==> src/rtl/if_fetch_unit.sv <==
// Instruction-fetch stage: drives the imem request around the PC register,
// computes the next PC and fills the IF/ID pipeline register.
module if_fetch_unit #(
  parameter int unsigned  N        = 32,
  parameter logic [N-1:0] RESET_PC = '0
) (
  input  logic         clk,
  input  logic         rst,
  input  logic [N-1:0] i_pc,
  output logic [N-1:0] o_next_pc,
  output logic         imem_req,
  output logic [N-1:0] imem_addr,
  input  logic         imem_ready,
  input  logic [N-1:0] imem_rdata,
  input  logic         stall,
  input  logic         redirect_valid,
  input  logic [N-1:0] redirect_target,
  output logic         id_valid,
  output logic [N-1:0] id_pc,
  output logic [N-1:0] id_pc4,
  output logic [N-1:0] id_inst
);

  localparam int unsigned  SW   = 2;
  localparam logic [N-1:0] FOUR = N'(4);

  localparam logic [SW-1:0] ST_FETCH = 2'd0;
  localparam logic [SW-1:0] ST_WAIT  = 2'd1;
  localparam logic [SW-1:0] ST_HOLD  = 2'd2;
  localparam logic [SW-1:0] ST_DROP  = 2'd3;

  logic [SW-1:0] state_q, state_d;
  logic [N-1:0]  addr_q, addr_d;
  logic [N-1:0]  hold_q, hold_d;
  logic          valid_d;
  logic [N-1:0]  pc_d, pc4_d, inst_d;
  logic [N-1:0]  fetch_addr;
  logic [N-1:0]  next_pc;
  logic          wr;
  logic [N-1:0]  wr_pc, wr_inst;

  // Address of the fetch being requested: live PC in FETCH, captured PC after.
  assign fetch_addr = (state_q == ST_FETCH) ? i_pc : addr_q;
  assign imem_addr  = fetch_addr;
  assign imem_req   = !rst && (state_q != ST_HOLD);
  assign o_next_pc  = rst ? RESET_PC : next_pc;

  // Next-state, IF/ID update and next-PC selection.
  always_comb begin
    state_d = state_q;
    addr_d  = addr_q;
    hold_d  = hold_q;
    valid_d = id_valid;
    pc_d    = id_pc;
    pc4_d   = id_pc4;
    inst_d  = id_inst;
    next_pc = i_pc;
    wr      = 1'b0;
    wr_pc   = fetch_addr;
    wr_inst = imem_rdata;

    if (state_q == ST_FETCH) begin
      addr_d = i_pc;
    end

    case (state_q)
      ST_FETCH, ST_WAIT: begin
        if (redirect_valid) begin
          state_d = (state_q == ST_WAIT && !imem_ready) ? ST_DROP : ST_FETCH;
        end else if (imem_ready) begin
          if (stall) begin
            hold_d  = imem_rdata;
            state_d = ST_HOLD;
          end else begin
            wr      = 1'b1;
            state_d = ST_FETCH;
          end
        end else begin
          state_d = ST_WAIT;
        end
      end
      ST_HOLD: begin
        if (redirect_valid) begin
          state_d = ST_FETCH;
        end else if (!stall) begin
          wr      = 1'b1;
          wr_pc   = i_pc;
          wr_inst = hold_q;
          state_d = ST_FETCH;
        end
      end
      ST_DROP: begin
        // The stale response is swallowed; a redirect here only retargets the PC.
        if (imem_ready) begin
          state_d = ST_FETCH;
        end
      end
      default: state_d = ST_FETCH;
    endcase

    if (redirect_valid) begin
      next_pc = redirect_target;
      valid_d = 1'b0;
      inst_d  = '0;
    end else if (wr) begin
      next_pc = wr_pc + FOUR;
      valid_d = 1'b1;
      pc_d    = wr_pc;
      pc4_d   = wr_pc + FOUR;
      inst_d  = wr_inst;
    end else if (!stall) begin
      valid_d = 1'b0;
      inst_d  = '0;
    end
  end

  // State and IF/ID registers.
  always_ff @(posedge clk) begin
    if (rst) begin
      state_q  <= ST_FETCH;
      addr_q   <= '0;
      hold_q   <= '0;
      id_valid <= 1'b0;
      id_pc    <= '0;
      id_pc4   <= '0;
      id_inst  <= '0;
    end else begin
      state_q  <= state_d;
      addr_q   <= addr_d;
      hold_q   <= hold_d;
      id_valid <= valid_d;
      id_pc    <= pc_d;
      id_pc4   <= pc4_d;
      id_inst  <= inst_d;
    end
  end

endmodule

==> config.mk <==
export PLATFORM = sky130hd
export DESIGN_NAME = if_fetch_unit
export DESIGN_NICKNAME = d
export VERILOG_FILES = /design/src/rtl/if_fetch_unit.sv
export SDC_FILE = /design/constraint.sdc
export NUM_CORES = 1
export LEC_CHECK = 0
export BUFFER_PORTS_ARGS = -buffer_cell sky130_fd_sc_hd__buf_2
export CAP_MARGIN = 5
export CORE_MARGIN = 4
export CORE_UTILIZATION = 30
export CTS_CLUSTER_SIZE = 20
export DETAILED_ROUTE_END_ITERATION = 8
export PLACE_DENSITY = 0.62
export SYNTH_ARGS = -nofsm -noshare
export SYNTH_HDL_FRONTEND = slang
export SYNTH_SLANG_ARGS = --single-unit
==> constraint.sdc <==
create_clock -name clk -period 3.4 [get_ports clk]
set_input_delay 0.17 -clock clk [delete_from_list [all_inputs] [get_ports clk]]
set_output_delay 0.17 -clock clk [all_outputs]
set_load 0.1 [all_outputs]
==> run metrics <==
largest net degree at the start of global routing 75; root buf cell clkbuf_16; clock skew after layout 0.01473 ns; Post-Syn Area 0.007903 mm²; filler instances about 2,600; Synth cell types 56; Post-DP Area 0.01011 mm²; clk buf depth 2; CTS tree done; RSZ-0062 raised after global routing false; Main synth FF type dfxtp_1; Syn Area/Cell 7.817 µm²; Post-synth top cells nand2_1 (162), dfxtp_1 (161), nor2_1 (133); area of the multi-input gates 0.004477 mm²; I/O Buffers 262; status finished clean; layout cell share with drive strength beyond 1 30.08%; Top Ports 263; Core Box Area 0.02598 mm²; pwr dens 515.5 mW/mm²; Die ar. about 0.029 mm²; drt initial violations roughly 600; number of synthesized register bits 161; DRT Pass-1 Iters 5; Reg area 0.003224 mm²; Tmin final 3.262 ns; Ys Warns 0; clk sinks 161; RD Place Congestion 0.8717; Worst-Margin Slew 1.073 ns; GR Overflow Total 0; NumNets Final about 1,400; number of max-cap violations 0; Die Y 170.3 µm; DRC Markers 0; Fmax achieved 306.6 MHz; leak pwr 4.656 nW; starting density of the core 30.41%; max-slew violation count 0; Slew headroom 27.74%; Worst EP arrival between 3 and 4 ns; Design Area, Final 0.01110 mm²; Synth Instances 1,011; CP required 3.23 ns; Post-Place Worst Slack 0.2084 ns; Final Hold Fails 0; Vias per Instance 5.186; vias in the first global route roughly 8,000; DR WL/cell 18.85 µm; Detailed Place HPWL between 20,000 and 25,000 µm; Die X 170.3 µm; sequential area share after synthesis between 40% and 50%; Routed WL 30,460 µm; most common cell in the netlist nand2_1; critical-path maximum fanout 7; Yosys top cell area share 40.79%; fin crit share 95.94%; Peak VDD IR 0.2550 mV; crit path kind flop to primary output; Clk Latency, worst-skew pair 0.43 ns; syn nets 1,113; first-pass GRT wire length 46,290 µm; EDFF count, synth 0; FP Rows 59; Tot GR Track Use 20.11%; Yosys top cell by area dfxtp_1; CTS buffer count 17; Vias roughly 8,400; initial antenna violation count 3; top cells by area, synth dfxtp_1 (41%), nand2_1 (7.7%), a21oi_1 (7.6%); Async S/R FF share, synth 0%; CP endpoint kind primary output; H-tree Lvls 4; area grow syn2layout 40.44%; Setup TNS 0 ns; Clock Pin Slew Worst Setup and Hold Paths 0.07 ns; Final WS setup 0.1381 ns; post-route ant nets 0; Final setup viols 0; critical path startpoint category flop; Hold Path Class primary input to flop
==> repair_timing <==
item                                    CTS  global route
pin swaps                                 3             1
gates resized for setup                   3             6
hold endpoints to repair                 32             0
buffers inserted                          1             0
hold buffers                             32             0
endpoints found under the setup margin    2             4
==> per-stage QoR <==
stage,util (%),instances,hold slack (ns),power [W]
after floorplan,-,1011,0.2493,0.003296
after global placement,38.91,1550,0.4214,0.003741
after detailed placement,38.91,1550,0.4291,0.003751
after CTS,42.58,1615,0.00003703,0.005762
after global routing,42.71,1616,0.01789,0.005925
final,42.71,1616,0.01757,0.005721
==> cell usage in the layout (no fill, tap or decap), types with 5 or more instances in the layout <==
master and instances:
and3_1 9, dfxtp_1 160, nand4_1 9, buf_2 229, o22ai_1 7, buf_4 25, xor2_1 12, a22oi_1 42
mux2i_1 27, a21oi_1 116, o21ai_0 31, dlygate4sd3_1 32, nand3_1 16, o22ai_2 5, inv_1 8, nand3b_1 5
nand2_1 161, xnor2_1 12, nor2b_1 30, clkinv_8 5, a211oi_1 27, mux2_2 33, o21ai_1 8, nor2_1 130
buf_12 34, nor3_1 12, clkbuf_16 17
==> cell type report <==
| type | count | share of cell area, % |
|---|---|---|
| diodes | 1 | 0.02255 |
| clock buffers | 17 | 3.833 |
| clock inverters | 15 | 1.669 |
| inverters | 8 | 0.2706 |
| multi-input cells | 759 | 40.34 |
| flip-flops and latches | 161 | 29.05 |
| well taps | 335 | 3.777 |
| repair buffers | 320 | 21.04 |
==> sequential cells by signal, indices dropped and copies added, names as in the netlist <==
register,count
addr_q,32
hold_q,32
id_inst,32
id_pc,32
id_pc4,30
state_q,2
id_valid,1
==> worst max-delay path: stages (launching register included) <==
cell and delay, ns:
dfxtp_2 0.35, buf_4 0.16, o21ai_2 0.07, nand2_2 0.07, nand2_1 0.05, nand2_1 0.12, ha_4 0.17, inv_1 0.09
or3_4 0.41, o32ai_4 0.38, o21ai_2 0.12, xnor2_1 0.14, buf_4 0.16, o22ai_4 0.18, buf_12 0.20
==> logic make-up (layout without fill, tap and decap cells) <==
group / Yosys count / in the layout / synth area share (%)
AND/OR/NAND/NOR: 402 / 402 / 22.61
AO/OA/AOI/OAI: 271 / 271 / 20.82
flip-flops: 161 / 161 / 40.79
buffers and inverters: 91 / 360 / 4.655
multiplexers: 61 / 61 / 8.312
XOR/XNOR: 24 / 24 / 2.660
adder cells (fa/ha/maj): 1 / 1 / 0.1583
other: 0 / 1 / 0
==> report_power, final <==
group	leakage (nW)	internal, W	total, W	switching, W
Sequential	1.31	0.00197	0.00203	0.0000592
Combinational	3.05	0.000441	0.00172	0.00127
Clock	0.293	0.00100	0.00198	0.000974
Total	4.66	0.00341	0.00572	0.00231
==> layer usage <==
| layer | global-route usage, % | wire (µm) | up-vias |
|---|---|---|---|
| met4 | 5.174 | 633 | 4 |
| met2 | 32.81 | 14150 | 337 |
| met1 | 26.10 | 12810 | 3956 |
| met3 | 5.970 | 2843 | 44 |
| met5 | 0 | 27 | - |
| li1 | - | - | 4040 |
==> final timing paths <==
check,from,slack (ns),to,depth (start not counted)
max,state_q[1],0.14,o_next_pc[24],14
min,imem_rdata[28],0.02,hold_q[28],3
max reg2reg,state_q[1],0.84,id_pc4[30],12
min reg2reg,id_pc4[9],0.45,id_pc4[9],2
No activity file was read; power rests on OpenSTA's default activity.
